[config.mk]
export PLATFORM = sky130hd
export DESIGN_NAME = com_sprom_rd_stream
export DESIGN_NICKNAME = d
export VERILOG_FILES = /design/src/rtl/com_sprom_rd_stream.sv
export SDC_FILE = /design/constraint.sdc
export NUM_CORES = 1
export LEC_CHECK = 0
export BUFFER_PORTS_ARGS = -buffer_cell sky130_fd_sc_hd__buf_4
export CORE_MARGIN = 2
export CORE_UTILIZATION = 54
export CTS_BUF_LIST = sky130_fd_sc_hd__clkbuf_4 sky130_fd_sc_hd__clkbuf_8
export DETAILED_ROUTE_END_ITERATION = 6
export GPL_TIMING_DRIVEN = 1
export PLACE_DENSITY = 0.85
export SYNTH_ARGS = -nofsm -noshare
export SYNTH_HDL_FRONTEND = slang
export SYNTH_SLANG_ARGS = --single-unit
[constraint.sdc]
create_clock -name clk -period 2.9 [get_ports clk]
set_clock_uncertainty 0.2 [all_clocks]
set_input_delay 0.58 -clock clk [delete_from_list [all_inputs] [get_ports clk]]
set_output_delay 0.58 -clock clk [all_outputs]
set_load 0.01 [all_outputs]
[src/rtl/com_sprom_rd_stream.sv]
// com_sprom_rd_stream: sweeps a ROM address window and streams the words out with last-beat marking
module com_sprom_rd_stream #(
  parameter int DATA_W = 32,
  parameter int DEPTH = 64,
  parameter int RD_LAT = 1,
  parameter int FIFO_DEP = 4,
  localparam int ADDR_W = $clog2(DEPTH),
  localparam int LEN_W = $clog2(DEPTH + 1),
  localparam int CW = $clog2(FIFO_DEP + 1),
  localparam int PW = (FIFO_DEP > 1) ? $clog2(FIFO_DEP) : 1
) (
  input  logic              clk,
  input  logic              rst,
  input  logic              start,
  input  logic [ADDR_W-1:0] base,
  input  logic [LEN_W-1:0]  len,
  input  logic              abort,
  output logic              busy,
  output logic              done,
  output logic              rom_rd_en,
  output logic [ADDR_W-1:0] rom_addr,
  input  logic [DATA_W-1:0] rom_data,
  output logic              o_vld,
  input  logic              o_rdy,
  output logic [DATA_W-1:0] o_data,
  output logic              o_last
);
  typedef enum logic [1:0] {IDLE, ISSUE, DRAIN, DONE} state_t;
  state_t state, nxt;
  logic [LEN_W-1:0] len_r, issued, beats;
  logic [ADDR_W-1:0] cur_addr;
  logic [RD_LAT-1:0] sr;
  logic [CW-1:0] inflight, fifo_cnt;
  logic [PW-1:0] wptr, rptr;
  logic [DATA_W-1:0] mem [FIFO_DEP];
  logic accept, flush, credit, wr, rd;
  assign accept = state == IDLE && start && !abort;
  assign flush = abort && (state == ISSUE || state == DRAIN);
  // a slot being drained this cycle is already free for a read landing RD_LAT cycles later
  assign credit = {1'b0, inflight} + {1'b0, fifo_cnt} < (CW+1)'(FIFO_DEP) + (CW+1)'(rd);
  assign rom_rd_en = state == ISSUE && !abort && issued < len_r && credit;
  assign rom_addr = cur_addr;
  assign wr = sr[RD_LAT-1];
  assign o_vld = fifo_cnt != '0;
  assign rd = o_vld && o_rdy;
  assign o_data = o_vld ? mem[rptr] : '0;
  assign o_last = o_vld && beats == len_r - LEN_W'(1);
  assign busy = state != IDLE;
  assign done = state == DONE;
  always_comb begin
    nxt = state == IDLE  ? (accept ? (len == '0 ? DONE : ISSUE) : IDLE)
        : state == DONE  ? IDLE
        : flush          ? DONE
        : state == ISSUE ? (rom_rd_en && issued == len_r - LEN_W'(1) ? DRAIN : ISSUE)
        : (rd && o_last ? DONE : DRAIN);
  end
  always_ff @(posedge clk or posedge rst) begin
    if (rst) begin
      state <= IDLE;
      len_r <= '0;
      issued <= '0;
      beats <= '0;
      cur_addr <= '0;
      sr <= '0;
      inflight <= '0;
      fifo_cnt <= '0;
      wptr <= '0;
      rptr <= '0;
    end else begin
      state <= nxt;
      if (accept) begin
        len_r <= len;
        cur_addr <= base;
        issued <= '0;
        beats <= '0;
      end else begin
        if (rom_rd_en) begin
          cur_addr <= cur_addr == ADDR_W'(DEPTH - 1) ? '0 : cur_addr + ADDR_W'(1);
          issued <= issued + LEN_W'(1);
        end
        if (rd) beats <= beats + LEN_W'(1);
      end
      if (flush) begin
        sr <= '0;
        inflight <= '0;
        fifo_cnt <= '0;
        wptr <= '0;
        rptr <= '0;
      end else begin
        assert (!(wr && !rd && fifo_cnt == CW'(FIFO_DEP)));
        sr <= RD_LAT'({sr, rom_rd_en});
        inflight <= inflight + CW'(rom_rd_en) - CW'(wr);
        fifo_cnt <= fifo_cnt + CW'(wr) - CW'(rd);
        if (wr) wptr <= wptr == PW'(FIFO_DEP - 1) ? '0 : wptr + PW'(1);
        if (rd) rptr <= rptr == PW'(FIFO_DEP - 1) ? '0 : rptr + PW'(1);
      end
    end
  end
  always_ff @(posedge clk) begin
    if (wr && !flush) mem[wptr] <= rom_data;
  end
endmodule

== Yosys cells after proc, flatten, opt, wreduce, memory -nomap -nowiden ==
Memory sizes are Yosys's and may differ from the RTL's.
Cells that the tools add are included.

* Bits in registers: 40
* Bits of input ports: 50
* Memories: 1
* Output and inout port bits: 43
* Logic and storage cells: 82
* Memory bits (writable): 128

{| class="wikitable"
|+ Memory list
! memory !! depth !! bits a word !! read ports !! clocked after Yosys merged registers in !! write ports !! RTL line !! text
|-
| mem || 4 || 32 || 1 || 0 || 1 || 35 || <nowiki>logic [DATA_W-1:0] mem [FIFO_DEP];</nowiki>
|}

* $add $sub $neg: 12
* Multiplexer cells: 27
* Reductions and logical operators: 22
* Eq/ne operators: 8
* Magnitude comparators: 2

{| class="wikitable"
|+ Operators with widths
! cell !! number
|-
| 2-to-1 mux 32 bit || 1
|-
| 2-to-1 mux 7 bit || 4
|-
| 2-to-1 mux 2 bit || 13
|-
| 2-to-1 mux 6 bit || 3
|-
| adder 7 x 1 -> 7 bit, second input constant || 2
|-
| equality test 7 bit || 2
|-
| logical AND 1 bit || 11
|-
| nonzero test 2 bit || 5
|-
| equality test 2 bit, second input constant || 4
|-
| zero test 7 bit || 1
|-
| less-than comparator 7 bit || 1
|-
| subtractor 7 x 1 -> 7 bit, second input constant || 1
|-
| adder 3 x 1 -> 3 bit || 2
|-
| adder 6 x 1 -> 6 bit, second input constant || 1
|-
| equality test 6 bit, second input constant || 1
|-
| 2-to-1 mux 3 bit || 2
|-
| subtractor 3 x 1 -> 3 bit || 2
|-
| adder 2 x 1 -> 2 bit, second input constant || 2
|-
| adder 3 x 1 -> 4 bit, first input constant || 1
|-
| adder 3 x 3 -> 4 bit || 1
|-
| less-than comparator 4 bit || 1
|-
| 2-to-1 mux 1 bit || 4
|-
| nonzero test 3 bit || 1
|-
| equality test 2 x 1 -> 1 bit, second input constant || 1
|-
| 3 further kinds || 4
|}

== Logic depth before layout (Yosys ltp) ==
Gate-level depths: netlist of run 1.

* Depth after elaboration: 11
* Depth in mapped cells: 13
* Mapped depth without buffers: 12

== Worst setup path before layout of run 1 ==
Ideal clock, no wire load.

* Kind: reg2reg
* Start point: register inflight[0]
* End point: register inflight[1]
* Buffers on the path: 0
* Data required time: 2,581 ps
* Clock period less this slack: 2,807 ps
* Stages on the path, launching flop included: 12
* Setup time: 119 ps
* Slack: 93 ps
* Data arrival time: 2,488 ps
* Cells stage by stage: dfrtp_1 -> ha_1 -> fa_1 -> nor2_1 -> a21oi_2 -> o21ai_2 -> o2111a_4 -> nand2_4 -> inv_2 -> ha_1 -> fa_1 -> and2_1

* Cells in the longest elaborated chain, start to end: 6

{| class="wikitable"
|+ RTL lines
! what !! RTL line !! text
|-
| start, declared || 33 || <nowiki>logic [CW-1:0] inflight, fifo_cnt;</nowiki>
|-
| start signal, assigned || 92 || <nowiki>inflight <= inflight + CW'(rom_rd_en) - CW'(wr);</nowiki>
|-
| adder 3 x 3 -> 4 bit || 40 || <nowiki>assign credit = {1'b0, inflight} + {1'b0, fifo_cnt} < (CW+1)'(FIFO_DEP) + (CW+1)'(rd);</nowiki>
|-
| less-than comparator 4 bit || 40 ||
|-
| logical AND 1 bit || 41 || <nowiki>assign rom_rd_en = state == ISSUE && !abort && issued < len_r && credit;</nowiki>
|-
| net rom_rd_en || 20 || <nowiki>output logic rom_rd_en,</nowiki>
|-
| adder 3 x 1 -> 3 bit || 92 ||
|-
| subtractor 3 x 1 -> 3 bit || 92 ||
|-
| 2-to-1 mux 3 bit || 83 || <nowiki>if (flush) begin</nowiki>
|}

The timed path passes the listed nets, and every way through them passes these cells.
A chain may end at the register's enable or synchronous reset.

== Worst setup path after layout of run 1 ==
* Start point: register fifo_cnt[0]
* End point: output port rom_rd_en

* Cells in the longest elaborated chain, start to end: 5
* Elaborated cells on any way between the ends: 6
* Those cells by class: 2 x add/sub; 1 x order compare; 3 x reduce/logical

{| class="wikitable"
|+ RTL lines
! what !! RTL line !! text
|-
| start, declared || 33 ||
|-
| start signal, assigned || 93 || <nowiki>fifo_cnt <= fifo_cnt + CW'(wr) - CW'(rd);</nowiki>
|-
| nonzero test 3 bit || 44 || <nowiki>assign o_vld = fifo_cnt != '0;</nowiki>
|-
| logical AND 1 bit || 45 || <nowiki>assign rd = o_vld && o_rdy;</nowiki>
|-
| adder 3 x 1 -> 4 bit || 40 ||
|-
| less-than comparator 4 bit * || 40 ||
|-
| logical AND 1 bit * || 41 ||
|-
| end, declared || 20 ||
|}

Every way passes the cells marked *; elsewhere a longest branch is shown, timed or not.

==> results of run 1 <==
## stage by stage
| stage | power, W | util | setup TNS [ns] |
|---|---|---|---|
| detailed placement | 0.00611 | 0.616 | 0 |
| global placement | 0.00599 | 0.616 | 0 |
| finish | 0.00821 | 0.664 | -0.417 |
| global route | 0.00866 | 0.664 | -0.730 |
| CTS | 0.00801 | 0.653 | -0.469 |
| floorplan | 0.00503 | - | 0 |
## worst max-delay path: cells and delay by family, from the launching register on
kind            cells  cell delay [ns]
fa+ha+maj           2             0.67
compound gates      3             0.48
flops               1             0.41
simple gates        2             0.19
buf+inv             2             0.15
## cell usage after synthesis, types with 4 or more instances
master | n | area, um2
sky130_fd_sc_hd__nor2_1 | 28 | 105
sky130_fd_sc_hd__ha_1 | 26 | 325
sky130_fd_sc_hd__and3_1 | 7 | 43.8
sky130_fd_sc_hd__xnor2_1 | 22 | 193
sky130_fd_sc_hd__a31oi_1 | 4 | 25.0
sky130_fd_sc_hd__or3_1 | 7 | 43.8
sky130_fd_sc_hd__edfxtp_1 | 128 | 3840
sky130_fd_sc_hd__mux4_2 | 32 | 721
sky130_fd_sc_hd__and2_1 | 37 | 231
sky130_fd_sc_hd__dfrtp_1 | 40 | 1000
sky130_fd_sc_hd__nand4_1 | 4 | 25.0
sky130_fd_sc_hd__a21oi_1 | 11 | 55.1
sky130_fd_sc_hd__nand2_1 | 29 | 109
sky130_fd_sc_hd__o21ai_0 | 16 | 80.1
sky130_fd_sc_hd__clkbuf_1 | 13 | 48.8
sky130_fd_sc_hd__inv_1 | 23 | 86.3
sky130_fd_sc_hd__nand3_1 | 10 | 50.1
sky130_fd_sc_hd__xor2_1 | 9 | 78.8
## worst max path at each step
stage | from | to | slack [ns]
6_report | fifo_cnt[0]$_DFF_PP0_ | rom_rd_en | -0.23
2_1_floorplan | inflight[0]$_DFF_PP0_ | inflight[1]$_DFF_PP0_ | 0.09
3_5_place_dp | fifo_cnt[0]$_DFF_PP0_ | inflight[1]$_DFF_PP0_ | 0.01
3_3_place_gp | inflight[0]$_DFF_PP0_ | inflight[1]$_DFF_PP0_ | 0.09
5_1_grt | fifo_cnt[0]$_DFF_PP0_ | rom_rd_en | -0.31
4_1_cts | fifo_cnt[0]$_DFF_PP0_ | rom_rd_en | -0.28
## layer usage
metal / GRT usage / up-vias / part of all wire
met5: 0 / - / 0
met4: 0.0690 / 0 / 0.011
met3: 0.0557 / 18 / 0.067
met2: 0.369 / 166 / 0.54
met1: 0.248 / 2289 / 0.38
li1: - / 2058 / -
## timing repair
item	CTS	global route
resized for setup	13	17
endpoints found under the setup margin	13	11
setup buffers	4	7
pin swaps	7	4
cloned	0	1
## layout make-up
class                           instances  area [um2]  share of cell area
Inverter                               25         101              0.0111
Tap cell                              180         225              0.0247
Sequential cell                       168        4850               0.532
Timing Repair Buffer                  117         936               0.103
Multi-Input combinational cell        282        2570               0.282
Clock buffer                           17         234              0.0257
Clock inverter                         15         199              0.0218
## sequential cells by signal, summed over array words and instances (netlist names)
name / flops
inflight: 3
fifo_cnt: 3
issued: 7
rptr: 2
sr: 1
beats: 7
len_r: 7
mem: 128
state: 2
wptr: 2
rom_addr: 6
## power groups by stage
stage          sequential (W)  clock (W)  combinational (W)
3_5_place_dp          0.00315          0            0.00296
2_1_floorplan         0.00309          0            0.00194
5_1_grt               0.00315    0.00191            0.00359
3_3_place_gp          0.00312          0            0.00287
6_report              0.00312    0.00179            0.00330
4_1_cts               0.00310    0.00181            0.00310
## cells by family (layout without fill, tap and decap cells)
family	Yosys count	count (layout)
adder cells (fa/ha/maj)	29	29
flip-flops	168	168
multiplexers	35	35
XOR/XNOR	32	32
buffers and inverters	44	174
AND/OR/NAND/NOR	141	141
AO/OA/AOI/OAI	45	45
==> reports/results.ini, run 1 <==
[sta]
achievable-frequency_mhz = 319
slew_viol_final = 0
grt_setup_unrepaired = yes
hold-worst-slack_ns = 0.0658
finalCriticalPeriod_ns = 3.13
final-setup-viol-count = 3
max_slew.worst_pin.slew_ns = 0.693
layout_setup_ws_ns = -0.235
timing.final.hold_violations = 0
min_period_over_period = 1.08
worst_slew_margin_rel = 0.538

[critical_path]
worstPathCellList = ha_2, fa_2, nor2_2, a21oi_2, o21ai_2, o2111a_4, nand2_4, inv_4, buf_6
reg2reg_setup_slack_ns = -0.10
worstSetupStartpointType = flop
crit_type = flop to output port
worst_path_slowest_cell = sky130_fd_sc_hd__fa_2
reg2regPathDepth = 13
worstReg2RegStart = fifo_cnt[0]$_DFF_PP0_
worst-endpoint-required_ns = 2.12
worstReg2RegEnd = inflight[1]$_DFF_PP0_
critical_path_peak_fanout = 2
cp_slowest_stage_delay_ns = 0.46
setup.worst_path.end_class = output port
worstPathArrival_ns = 2.35

[detailed_routing]
post_drt_via_cell_ratio = 5.64
drtAntennaViolNets = 0
detail_route.drc_violations = 3
detail_route.wirelength_um = 15300
route.vias.total = 4531
drt-wirelength-per-cell_um = 19.1
drtPass1Iterations = 7
detailedRoute.firstIterationViolations = 338

[cells_and_area]
leading_cell_type_in_the_layout_fill_and_taps_excluded = sky130_fd_sc_hd__edfxtp_1
final_nets = 690
area.growth.synth_to_final_pct = 21.5
finish.cell_count_without_fillers = 804
filler_cell_count = 918
finish.instance_area_um2 = 9110
fraction_of_layout_instances_using_a_drive_strength_above_1 = 0.338
diodes = 0
mostFrequentLayoutCells = 128 x sky130_fd_sc_hd__edfxtp_1, 111 x sky130_fd_sc_hd__buf_4, 37 x sky130_fd_sc_hd__dfrtp_1

[clock_network]
largest_buffer_count_on_any_clock_path = 2
cts.reportedPaths.clkPinSlew_ns = 0.09
cts_tree = done
insertion_delay_ns = 0.46
cts.htree.levels = 4
clock_sinks = 168
tritoncts.num_buffers = 17
cts-hold-fix-buffers = 0
ctsRootBufferMaster = sky130_fd_sc_hd__clkbuf_8

[placed_design]
port_buffers = 92
dpl.hpwl_um = 9670
standard_cell_area_after_detailed_placement_um2 = 8450
dp.cells = 761
pre_cts_ws_ns = 0.0112
routabilityCongestion = 0.889

[logic_synthesis]
synth_top_family_by_area = multiplexers
yosysWarningCount = 0
post_synth_inst_count = 494
synthXorXnorAreaFrac = 0.0392
syn-mean-instance-area_um2 = 15.2
synth_simple_gate_area_frac = 0.0996
synth.lib_cells_used.distinct = 48
post_synth_fa_ha_maj_area_fraction = 0.0514
ys_seq_area_frac = 0.646
ys_ff_latch = 168
ys_dominant_reg_cell = sky130_fd_sc_hd__edfxtp_1
compound_gate_portion_of_the_synthesized_area = 0.0384
synth_nets = 573
syn_area_um2 = 7500
synth-edff-count = 128
synth.mux.area_fraction = 0.100
synth_async_sr_flop_share = 0.238

[power_and_ir_drop]
peakVddDrop_v = 0.000474
p_int_w = 0.00551
power_frac_seq = 0.380
pwr-share-comb = 0.402
switchingPower_w = 0.00270
netSwitchingFraction = 0.329
power_frac_clock = 0.217
static_leak_nw = 3.46
power-per-cell-area_nw_per_um2 = 901

[flow_run]
cap_violations = 0

[grt]
grt_util_all_layers = 0.209
pin_count_of_the_biggest_net_entering_global_routing = 41
number_of_antenna_violations_at_the_first_check_in_global_routing = 0
first_global_vias = 4625
grt_first_pass_wirelength_um = 23100
overflow = 0

[outcome]
outcome = finished with violations
failing_checks = design-rule violations, negative setup slack

[die]
placement_rows = 43
design.core.area_um2 = 13700
top_level_ports = 93
initial_cell_density_of_the_core = 0.547
die_area_um2 = 14800
die_width_um = 122
die_h_um = 122

[worst_hold_path]
hp-class = input port to async pin

No activity file was read; power rests on OpenSTA's default activity.
==> run 2: changes to the inputs <==
==> constraint.sdc (replaced) <==
create_clock -name clk -period 2.9 [get_ports clk]
set_clock_uncertainty 0.2 [all_clocks]
set_input_delay 0.435 -clock clk [delete_from_list [all_inputs] [get_ports clk]]
set_output_delay 0.435 -clock clk [all_outputs]
set_load 0.01 [all_outputs]
==> run 2 against run 1 <==
The flow finishes with violations (negative setup slack). Critical endpoint unchanged. Clock-buffer cell count grew 1. Die area unchanged. Hold slack lost 0.026 ns. Fmax increased by 5.3%. Final cell count rose by 4.9%. Non-clock buffer count rose by 39.
==> reports/results.ini, run 2 (synthesized netlist as in run 1, its figures left out) <==
[worst_hold_path]
timing.hold.worst.start = len[6]
hp-class = input port to flop

[die]
design.core.area_um2 = 13700
die_area_um2 = 14800
die_h_um = 122
die_width_um = 122
initial_cell_density_of_the_core = 0.547
placement_rows = 43
top_level_ports = 93

[critical_path]
worstReg2RegStart = inflight[0]$_DFF_PP0_
crit_start = inflight[0]$_DFF_PP0_
setup.worst_path.end_class = output port
critical_path_peak_fanout = 4
worst-endpoint-required_ns = 2.27
crit_type = flop to output port
worstPathArrival_ns = 2.34
worstSetupStartpointType = flop

[flow_run]
cap_violations = 0

[grt]
number_of_antenna_violations_at_the_first_check_in_global_routing = 0
first_global_vias = 4760
grt_first_pass_wirelength_um = 23500
pin_count_of_the_biggest_net_entering_global_routing = 41
grt_util_all_layers = 0.211
overflow = 0

[cells_and_area]
final_nets = 729
leading_cell_type_in_the_layout_fill_and_taps_excluded = sky130_fd_sc_hd__edfxtp_1
filler_cell_count = 913
diodes = 0
fraction_of_layout_instances_using_a_drive_strength_above_1 = 0.300
area.growth.synth_to_final_pct = 24.9
flip_flop_count_of_the_largest_register_after_layout = 128
mostFrequentLayoutCells = 128 x sky130_fd_sc_hd__edfxtp_1, 111 x sky130_fd_sc_hd__buf_4, 41 x sky130_fd_sc_hd__dlygate4sd3_1
regMostFlops = mem

[sta]
layout_setup_ws_ns = -0.0759
finalCriticalPeriod_ns = 2.98
worst_slew_margin_rel = 0.652
min_period_over_period = 1.03
timing.final.hold_violations = 0
slew_viol_final = 0
max_slew.worst_pin.slew_ns = 0.522
final-setup-viol-count = 2
grt_setup_unrepaired = yes
finalSetupTns_ns = -0.0859
achievable-frequency_mhz = 336

[detailed_routing]
detail_route.drc_violations = 0
detailedRoute.firstIterationViolations = 301
post_drt_via_cell_ratio = 5.49
drtPass1Iterations = 4
drt-wirelength-per-cell_um = 17.8
detail_route.wirelength_um = 15000
drtAntennaViolNets = 0
route.vias.total = 4632

[power_and_ir_drop]
pwr-share-comb = 0.404
netSwitchingFraction = 0.335
power-per-cell-area_nw_per_um2 = 830
static_leak_nw = 3.57
power_frac_clock = 0.197
switchingPower_w = 0.00261
peakVddDrop_v = 0.000466
p_int_w = 0.00517
power_frac_seq = 0.399

[placed_design]
pre_cts_ws_ns = 0.0633
dpl.hpwl_um = 9590
port_buffers = 92
routabilityCongestion = 0.855

[clock_network]
ctsRootBufferMaster = sky130_fd_sc_hd__clkbuf_8
insertion_delay_ns = 0.44
clock_sinks = 168
tritoncts.num_buffers = 17
cts.reportedPaths.clkPinSlew_ns = 0.08
largest_buffer_count_on_any_clock_path = 2
cts_tree = done
cts.htree.levels = 4

[outcome]
failing_checks = negative setup slack
outcome = finished with violations

[run 2: changes by cell type in the layout (fill, tap and decap cells not counted), sizes merged]
cell         previous run  this run
dlygate4sd3             0        41
bufinv                  4         1
clkinvlp                4         6
buf                   116       115
[run 2: final cells by class]
class	instances	area [um2]	share of cell area
flip-flops and latches	168	4850	0.517
clock inverters	14	125	0.0134
multi-input cells	282	2520	0.269
well taps	180	225	0.0240
clock buffers	18	241	0.0258
inverters	25	104	0.0111
repair buffers	156	1310	0.139
[run 2: per-layer routing]
metal,track usage,routed length [um]
met1,0.257,6170
met2,0.376,8000
met3,0.0557,675
met4,0.0532,146
met5,0,0
[run 2: worst paths after layout]
kind / to / slack [ns] / cells after the start
max: rom_rd_en / -0.08 / 9
min: len_r[6]$_DFFE_PP0P_ / 0.04 / 3
max reg2reg: inflight[1]$_DFF_PP0_ / -0.01 / 12
min reg2reg: rptr[1]$_DFFE_PP0P_ / 0.38 / 2
max in group asynchronous: rptr[0]$_DFFE_PP0P_ / 1.62 / 4
min in group asynchronous: rptr[1]$_DFFE_PP0P_ / 0.48 / 4
[run 2: worst max-delay path: stages, from the launching register on]
cell                       delay (ns)
sky130_fd_sc_hd__dfrtp_1         0.40
sky130_fd_sc_hd__ha_2            0.21
sky130_fd_sc_hd__fa_1            0.49
sky130_fd_sc_hd__nor2_2          0.12
sky130_fd_sc_hd__a21oi_2         0.07
sky130_fd_sc_hd__o21ai_2         0.14
sky130_fd_sc_hd__o2111a_4        0.25
sky130_fd_sc_hd__nand2_4         0.07
sky130_fd_sc_hd__inv_6           0.07
sky130_fd_sc_hd__buf_6           0.09
[run 2: power by group through the flow]
stage	clock (W)	combinational, W	sequential, W
6_report	0.00153	0.00314	0.00310
5_1_grt	0.00167	0.00346	0.00314
4_1_cts	0.00157	0.00304	0.00310
3_5_place_dp	0	0.00295	0.00316
3_3_place_gp	0	0.00286	0.00313
2_1_floorplan	0	0.00194	0.00309
[run 2: what timing repair did]
item                                    in CTS  in global routing
gates resized for setup                      4                  9
hold buffers                                41                  0
pin swaps                                    2                  3
hold endpoints to repair                   176                  0
endpoints found under the setup margin       1                  4
buffers inserted                             3                  9
[run 2: metrics by stage]
| step | utilization | area (um2) | hold WS (ns) | power (W) | cells |
|---|---|---|---|---|---|
| after floorplan | - | 7500 | 0.325 | 0.00503 | 494 |
| after global placement | 0.616 | 8450 | 0.333 | 0.00599 | 759 |
| after detailed placement | 0.616 | 8450 | 0.363 | 0.00611 | 759 |
| after CTS | 0.674 | 9250 | 0.00879 | 0.00771 | 834 |
| after global routing | 0.683 | 9370 | 0.0182 | 0.00826 | 843 |
| final | 0.683 | 9370 | 0.0395 | 0.00777 | 843 |
